===== src/rtl/mlp_layer_sequencer.sv =====
// mlp_layer_sequencer: control FSM for an N x N systolic MLP datapath.
// Walks each layer through weight wait, weight load, activation streaming,
// pipeline drain and post-activation transfer, and drives the datapath strobes.
// Every strobe is computed from the next-state values and registered, so the
// outputs are clean Moore decodes with no combinational path from any input.
module mlp_layer_sequencer #(
  parameter int N          = 3,
  parameter int MAX_LAYERS = 4,
  parameter int ROW_W      = 8,
  parameter int ACT_LAT    = 4,
  localparam int LW        = $clog2(MAX_LAYERS + 1),
  localparam int CW        = ROW_W + 2
) (
  input  logic             clk,
  input  logic             rst,
  input  logic             start,
  input  logic [LW-1:0]    num_layers,
  input  logic [ROW_W-1:0] num_rows,
  input  logic             weights_ready,
  input  logic             abort,
  output logic             busy,
  output logic             done,
  output logic [3:0]       state,
  output logic [LW-1:0]    layer,
  output logic [CW-1:0]    cycle_cnt,
  output logic             wf_pop,
  output logic             en_weight_pass,
  output logic [N-1:0]     en_capture,
  output logic             act_rd_ready,
  output logic [N-1:0]     row_valid,
  output logic             acc_enable,
  output logic             buffer_select,
  output logic             refill_en
);

  typedef enum logic [3:0] {
    IDLE         = 4'd0,
    LOAD_WEIGHT  = 4'd1,
    COMPUTE      = 4'd3,
    DRAIN        = 4'd4,
    TRANSFER     = 4'd5,
    NEXT_LAYER   = 4'd6,
    WAIT_WEIGHTS = 4'd7,
    DONE         = 4'd8
  } state_t;

  localparam logic [CW-1:0] LOAD_LAST  = CW'(N - 1);
  localparam logic [CW-1:0] ACC_FIRST  = CW'(2 * N - 1);
  localparam logic [CW-1:0] DRAIN_TAIL = CW'(2 * N - 2);
  localparam logic [CW-1:0] XFER_LAST  = CW'(ACT_LAT - 1);
  localparam logic [LW-1:0] LAYER_CAP  = LW'(MAX_LAYERS);

  state_t             state_q, state_d;
  logic [CW-1:0]      cnt_q, cnt_d;
  logic [LW-1:0]      layer_q, layer_d;
  logic [LW-1:0]      lnum_q, lnum_d;
  logic [ROW_W-1:0]   rows_q, rows_d;
  logic               bsel_q, bsel_d;

  logic               busy_q, busy_d;
  logic               done_q, done_d;
  logic               wf_pop_q, wf_pop_d;
  logic               ewp_q, ewp_d;
  logic [N-1:0]       cap_q, cap_d;
  logic               ard_q, ard_d;
  logic [N-1:0]       rv_q, rv_d;
  logic               acc_q, acc_d;
  logic               refill_q, refill_d;

  logic               stream_d;
  logic [CW-1:0]      stream_end_d;

  // Next-state, counter, layer and captured-configuration logic; abort overrides everything.
  always_comb begin
    state_d = state_q;
    cnt_d   = cnt_q;
    layer_d = layer_q;
    lnum_d  = lnum_q;
    rows_d  = rows_q;
    bsel_d  = bsel_q;
    case (state_q)
      IDLE: begin
        if (start && !abort) begin
          if (num_layers == '0)            lnum_d = LW'(1);
          else if (num_layers > LAYER_CAP) lnum_d = LAYER_CAP;
          else                             lnum_d = num_layers;
          rows_d  = (num_rows == '0) ? ROW_W'(1) : num_rows;
          layer_d = '0;
          bsel_d  = 1'b0;
          cnt_d   = '0;
          state_d = WAIT_WEIGHTS;
        end
      end
      WAIT_WEIGHTS: begin
        if (weights_ready) begin
          state_d = LOAD_WEIGHT;
          cnt_d   = '0;
        end else if (cnt_q != '1) begin
          cnt_d = cnt_q + CW'(1);
        end
      end
      LOAD_WEIGHT: begin
        if (cnt_q == LOAD_LAST) begin
          state_d = COMPUTE;
          cnt_d   = '0;
        end else begin
          cnt_d = cnt_q + CW'(1);
        end
      end
      COMPUTE: begin
        cnt_d = cnt_q + CW'(1);
        if (cnt_q == CW'(rows_q) - CW'(1)) state_d = DRAIN;
      end
      DRAIN: begin
        if (cnt_q == CW'(rows_q) + DRAIN_TAIL) begin
          state_d = TRANSFER;
          cnt_d   = '0;
        end else begin
          cnt_d = cnt_q + CW'(1);
        end
      end
      TRANSFER: begin
        if (cnt_q == XFER_LAST) begin
          cnt_d   = '0;
          state_d = (layer_q == lnum_q - LW'(1)) ? DONE : NEXT_LAYER;
        end else begin
          cnt_d = cnt_q + CW'(1);
        end
      end
      NEXT_LAYER: begin
        layer_d = layer_q + LW'(1);
        bsel_d  = ~bsel_q;
        cnt_d   = '0;
        state_d = WAIT_WEIGHTS;
      end
      DONE: begin
        cnt_d   = '0;
        state_d = IDLE;
      end
      default: begin
        cnt_d   = '0;
        state_d = IDLE;
      end
    endcase
    if (abort && state_q != IDLE) begin
      state_d = IDLE;
      cnt_d   = '0;
      layer_d = '0;
      bsel_d  = 1'b0;
    end
  end

  // Strobe decode of the upcoming state so the registered strobes line up with it.
  always_comb begin
    stream_d     = (state_d == COMPUTE) || (state_d == DRAIN);
    stream_end_d = CW'(rows_d) + DRAIN_TAIL;
    busy_d       = (state_d != IDLE);
    done_d       = (state_d == DONE);
    wf_pop_d     = (state_d == LOAD_WEIGHT);
    ewp_d        = (state_d == LOAD_WEIGHT);
    cap_d        = (state_d == LOAD_WEIGHT) ? (N'(1) << cnt_d) : '0;
    ard_d        = (state_d == COMPUTE);
    acc_d        = stream_d && (cnt_d >= ACC_FIRST) && (cnt_d <= stream_end_d);
    refill_d     = (state_d == TRANSFER);
    rv_d         = '0;
    for (int i = 0; i < N; i++) begin
      rv_d[i] = stream_d && (cnt_d >= CW'(i)) && (cnt_d < CW'(i) + CW'(rows_d));
    end
  end

  // All state and registered outputs; reset returns everything to idle zeros.
  always_ff @(posedge clk or posedge rst) begin
    if (rst) begin
      state_q  <= IDLE;
      cnt_q    <= '0;
      layer_q  <= '0;
      lnum_q   <= '0;
      rows_q   <= '0;
      bsel_q   <= 1'b0;
      busy_q   <= 1'b0;
      done_q   <= 1'b0;
      wf_pop_q <= 1'b0;
      ewp_q    <= 1'b0;
      cap_q    <= '0;
      ard_q    <= 1'b0;
      rv_q     <= '0;
      acc_q    <= 1'b0;
      refill_q <= 1'b0;
    end else begin
      state_q  <= state_d;
      cnt_q    <= cnt_d;
      layer_q  <= layer_d;
      lnum_q   <= lnum_d;
      rows_q   <= rows_d;
      bsel_q   <= bsel_d;
      busy_q   <= busy_d;
      done_q   <= done_d;
      wf_pop_q <= wf_pop_d;
      ewp_q    <= ewp_d;
      cap_q    <= cap_d;
      ard_q    <= ard_d;
      rv_q     <= rv_d;
      acc_q    <= acc_d;
      refill_q <= refill_d;
    end
  end

  assign state          = state_q;
  assign cycle_cnt      = cnt_q;
  assign layer          = layer_q;
  assign buffer_select  = bsel_q;
  assign busy           = busy_q;
  assign done           = done_q;
  assign wf_pop         = wf_pop_q;
  assign en_weight_pass = ewp_q;
  assign en_capture     = cap_q;
  assign act_rd_ready   = ard_q;
  assign row_valid      = rv_q;
  assign acc_enable     = acc_q;
  assign refill_en      = refill_q;

endmodule

===== config.mk =====
export PLATFORM = sky130hd
export DESIGN_NAME = mlp_layer_sequencer
export DESIGN_NICKNAME = d
export VERILOG_FILES = /design/src/rtl/mlp_layer_sequencer.sv
export SDC_FILE = /design/constraint.sdc
export NUM_CORES = 1
export LEC_CHECK = 0
export ABC_AREA = 1
export CORE_UTILIZATION = 45
export CTS_CLUSTER_SIZE = 40
export DETAILED_ROUTE_END_ITERATION = 6
export GPL_TIMING_DRIVEN = 0
export PLACE_DENSITY_LB_ADDON = 0.05
export SETUP_SLACK_MARGIN = 0.1
export SYNTH_ARGS = -nofsm -noshare
export SYNTH_HDL_FRONTEND = slang
export SYNTH_SLANG_ARGS = --single-unit

===== constraint.sdc =====
create_clock -name clk -period 7 [get_ports clk]
set_input_delay 2.1 -clock clk [delete_from_list [all_inputs] [get_ports clk]]
set_output_delay 2.1 -clock clk [all_outputs]
set_load 0.005 [all_outputs]

==> run metrics <==
status complete, but fails checks; failing checks DRC; worst path buffer plus inverter count 5; Synth Instances slightly above 600; critical path class primary input to flip-flop; upper clock frequency limit 184 MHz; vias in the first global route 3,804; vias post-DR ~4,000; power per cell area 362 mW/mm2; worst hold path class flip-flop to flip-flop; RSZ-0062 raised after global routing no; Root Buffer clkbuf_8; syn nets 670; worst skew pair latency about 300 ps; first-iteration detailed-routing DRC count approximately 170; Switching Share between 50% and 60%; Diodes inserted 0; Starting Density around 47%; via-per-instance ratio around 5.2; Slew Viols, Final 0; core area 0.00881 mm2; Area Overhead vs Synth 16.8%; critical path required time roughly 7200 ps; CP peak stage delay 450 ps; Logic pwr share roughly 70%; CTS tree built; Clock Skews roughly 6.7 ps; Total GRT Usage between 20% and 30%; Final Wtd Congestion 0.889; nets@finish just over 700; Startpoint Class primary input; IO buf count between 40 and 50; VDD IR max about 0.19 mV; crit-path cells clkdlybuf4s50_1 > inv_1 > nand2_1 > inv_1 > nand2_4 > buf_4 > o21ai_0 > inv_1 > ha_1 > nand2_1 > nand2_1 > ha_1 > nand2_1 > nor3b_1 > a21oi_1 > o21ai_0 > a21oi_1 > a41oi_1 > nor2_1 > nand2_1 > a21oi_1; DRC Markers 4; Unique masters post-synth 45; setup TNS 0 ps; fin crit share 77.8%; cts repair resizes 0; Post-Route Hold Slack between 500 and 600 ps; # hold bufs at CTS 0; worst slew pin tran ~830 ps; Worst path top cell family by delay buffers and inverters; commonest cells after routing, fill and taps aside nand2_1 (155), inv_1 (101), nand3_1 (50); clock power share 9.7%; crit path max-delay cell type o21ai_0; Ports 47; HPWL Detailed 9060 um; Sequential Power Share ~22%; final WL 11,100 um; global-route wire length before repair between 15,000 and 20,000 um; initial antenna violation count 0; Period minus WS final roughly 5400 ps; crit path max fanout 10; wire per inst about 14 um; Max clock buf depth 2; #FFs+latches synth around 40; Final setup viols 0; number of CTS-inserted buffers 5; Ys Warns 0; largest net degree at the start of global routing between 40 and 50; Setup Buffers After CTS 0; Rows 34; post-route ant nets 0; Die Wd between 90 and 100 um; crit path capture type flip-flop; Slew headroom about 44%; clock transition at the registers of the reported paths approximately 90 ps; final hold vios 0; H-tree levels 2; syn avg cell area 6.69 um2; cell mode on critical path nand2_1; max cap viols 0; Arrival @ worst endpoint approximately 5600 ps; DRT Pass-1 Iters 7; fraction of layout cells with a size suffix above 1 11.1%; die area ~0.0095 mm2; grt total ovfl 0; cell-internal power about 830 uW; TritonCTS Sinks between 40 and 50; Post-Syn Area a little over 0.004 mm2; LEAKAGE around 0.0027 uW; Die Height around 98 um; register area share after synthesis ~25%; NetSw 909 uW; commonest non-fill, non-tap cell in the layout nand2_1
## stage by stage
stage | util, % | setup WS (ps) | cell area, um2 | std cells | total power (uW)
2_1_floorplan | - | 2350 | 4120 | 615 | 1230
3_3_place_gp | 53.5 | 1210 | 4710 | 769 | 1540
3_5_place_dp | 53.5 | 1240 | 4710 | 769 | 1560
4_1_cts | 54.6 | 1540 | 4810 | 777 | 1740
5_1_grt | 54.6 | 1280 | 4810 | 777 | 1930
6_report | 54.6 | 1550 | 4810 | 777 | 1740
## power groups by stage
stage                     logic (uW)  clock network, uW  registers, uW
after floorplan                  869                  0            363
after global placement          1160                  0            380
after detailed placement        1180                  0            380
after CTS                       1190                172            376
after global routing            1360                184            386
final                           1190                169            376
## logic make-up after synthesis
family	share of synthesized area, %
buf+inv	12.0
xor+xnor	4.47
compound gates	11.4
flops	24.9
simple gates	35.4
fa+ha+maj	11.9
## worst paths after layout
kind,from,endpoint,slack [ps],cells after the start
worst min register to register,buffer_select$_DFFE_PP0P_,buffer_select$_DFFE_PP0P_,510,1
max in group asynchronous,rst,cycle_cnt[2]$_DFF_PP0_,4180,2
worst max register to register,state[3]$_DFF_PP0_,acc_enable$_DFF_PP0_,3060,20
worst max-delay path,abort,acc_enable$_DFF_PP0_,1550,21
min in group asynchronous,rst,lnum_q[1]$_DFFE_PP0P_,2290,2
worst min-delay path,buffer_select$_DFFE_PP0P_,buffer_select$_DFFE_PP0P_,510,1
## layout make-up
cell class,instances,area [um2]
fill,914,4000
multi-input combinational,449,2590
sequential,41,1030
timing repair buffer,46,460
inverter,116,435
tap,108,135
clock buffer,6,82.6
buffer,9,58.8
clock inverter,2,13.8
## per-layer routing
metal | vias up | routed length, um | GRT usage, %
met5 | - | 0 | 0
met1 | 1837 | 5540 | 34.8
met4 | 0 | 228 | 6.64
met2 | 93 | 4980 | 39.0
met3 | 15 | 363 | 2.37
li1 | 2066 | - | -
## synth_stat cells (all sizes together)
cell type  instances  area [um2]
a211o              1        8.76
a21boi             2        15.0
a21o               2        15.0
a21oi             34         178
a22oi              3        22.5
a31oi              1        6.26
a32o               1        10.0
a41oi              1        8.76
and2               2        12.5
and3               1        6.26
buf                9        58.8
clkinv             1        3.75
dfrtp             41        1030
ha                39         488
inv              115         432
nand2            173         714
nand3             52         270
nand4              9        56.3
nor2              52         230
nor3              11        93.8
nor3b              3        27.5
nor4               3        18.8
o211ai             6        50.1
o21ai             27         146
o21bai             1        7.51
or2                4        25.0
xnor2              3        26.3
xor2              18         158
## registers in the layout, summed over array words and instances, names as in the netlist
register	count
acc_enable	1
buffer_select	1
rows_q	8
busy	1
done	1
en_weight_pass	1
cycle_cnt	10
layer	3
state	4
refill_en	1
en_capture	3
act_rd_ready	1
lnum_q	3
row_valid	3
No activity file was read; power rests on OpenSTA's default activity.
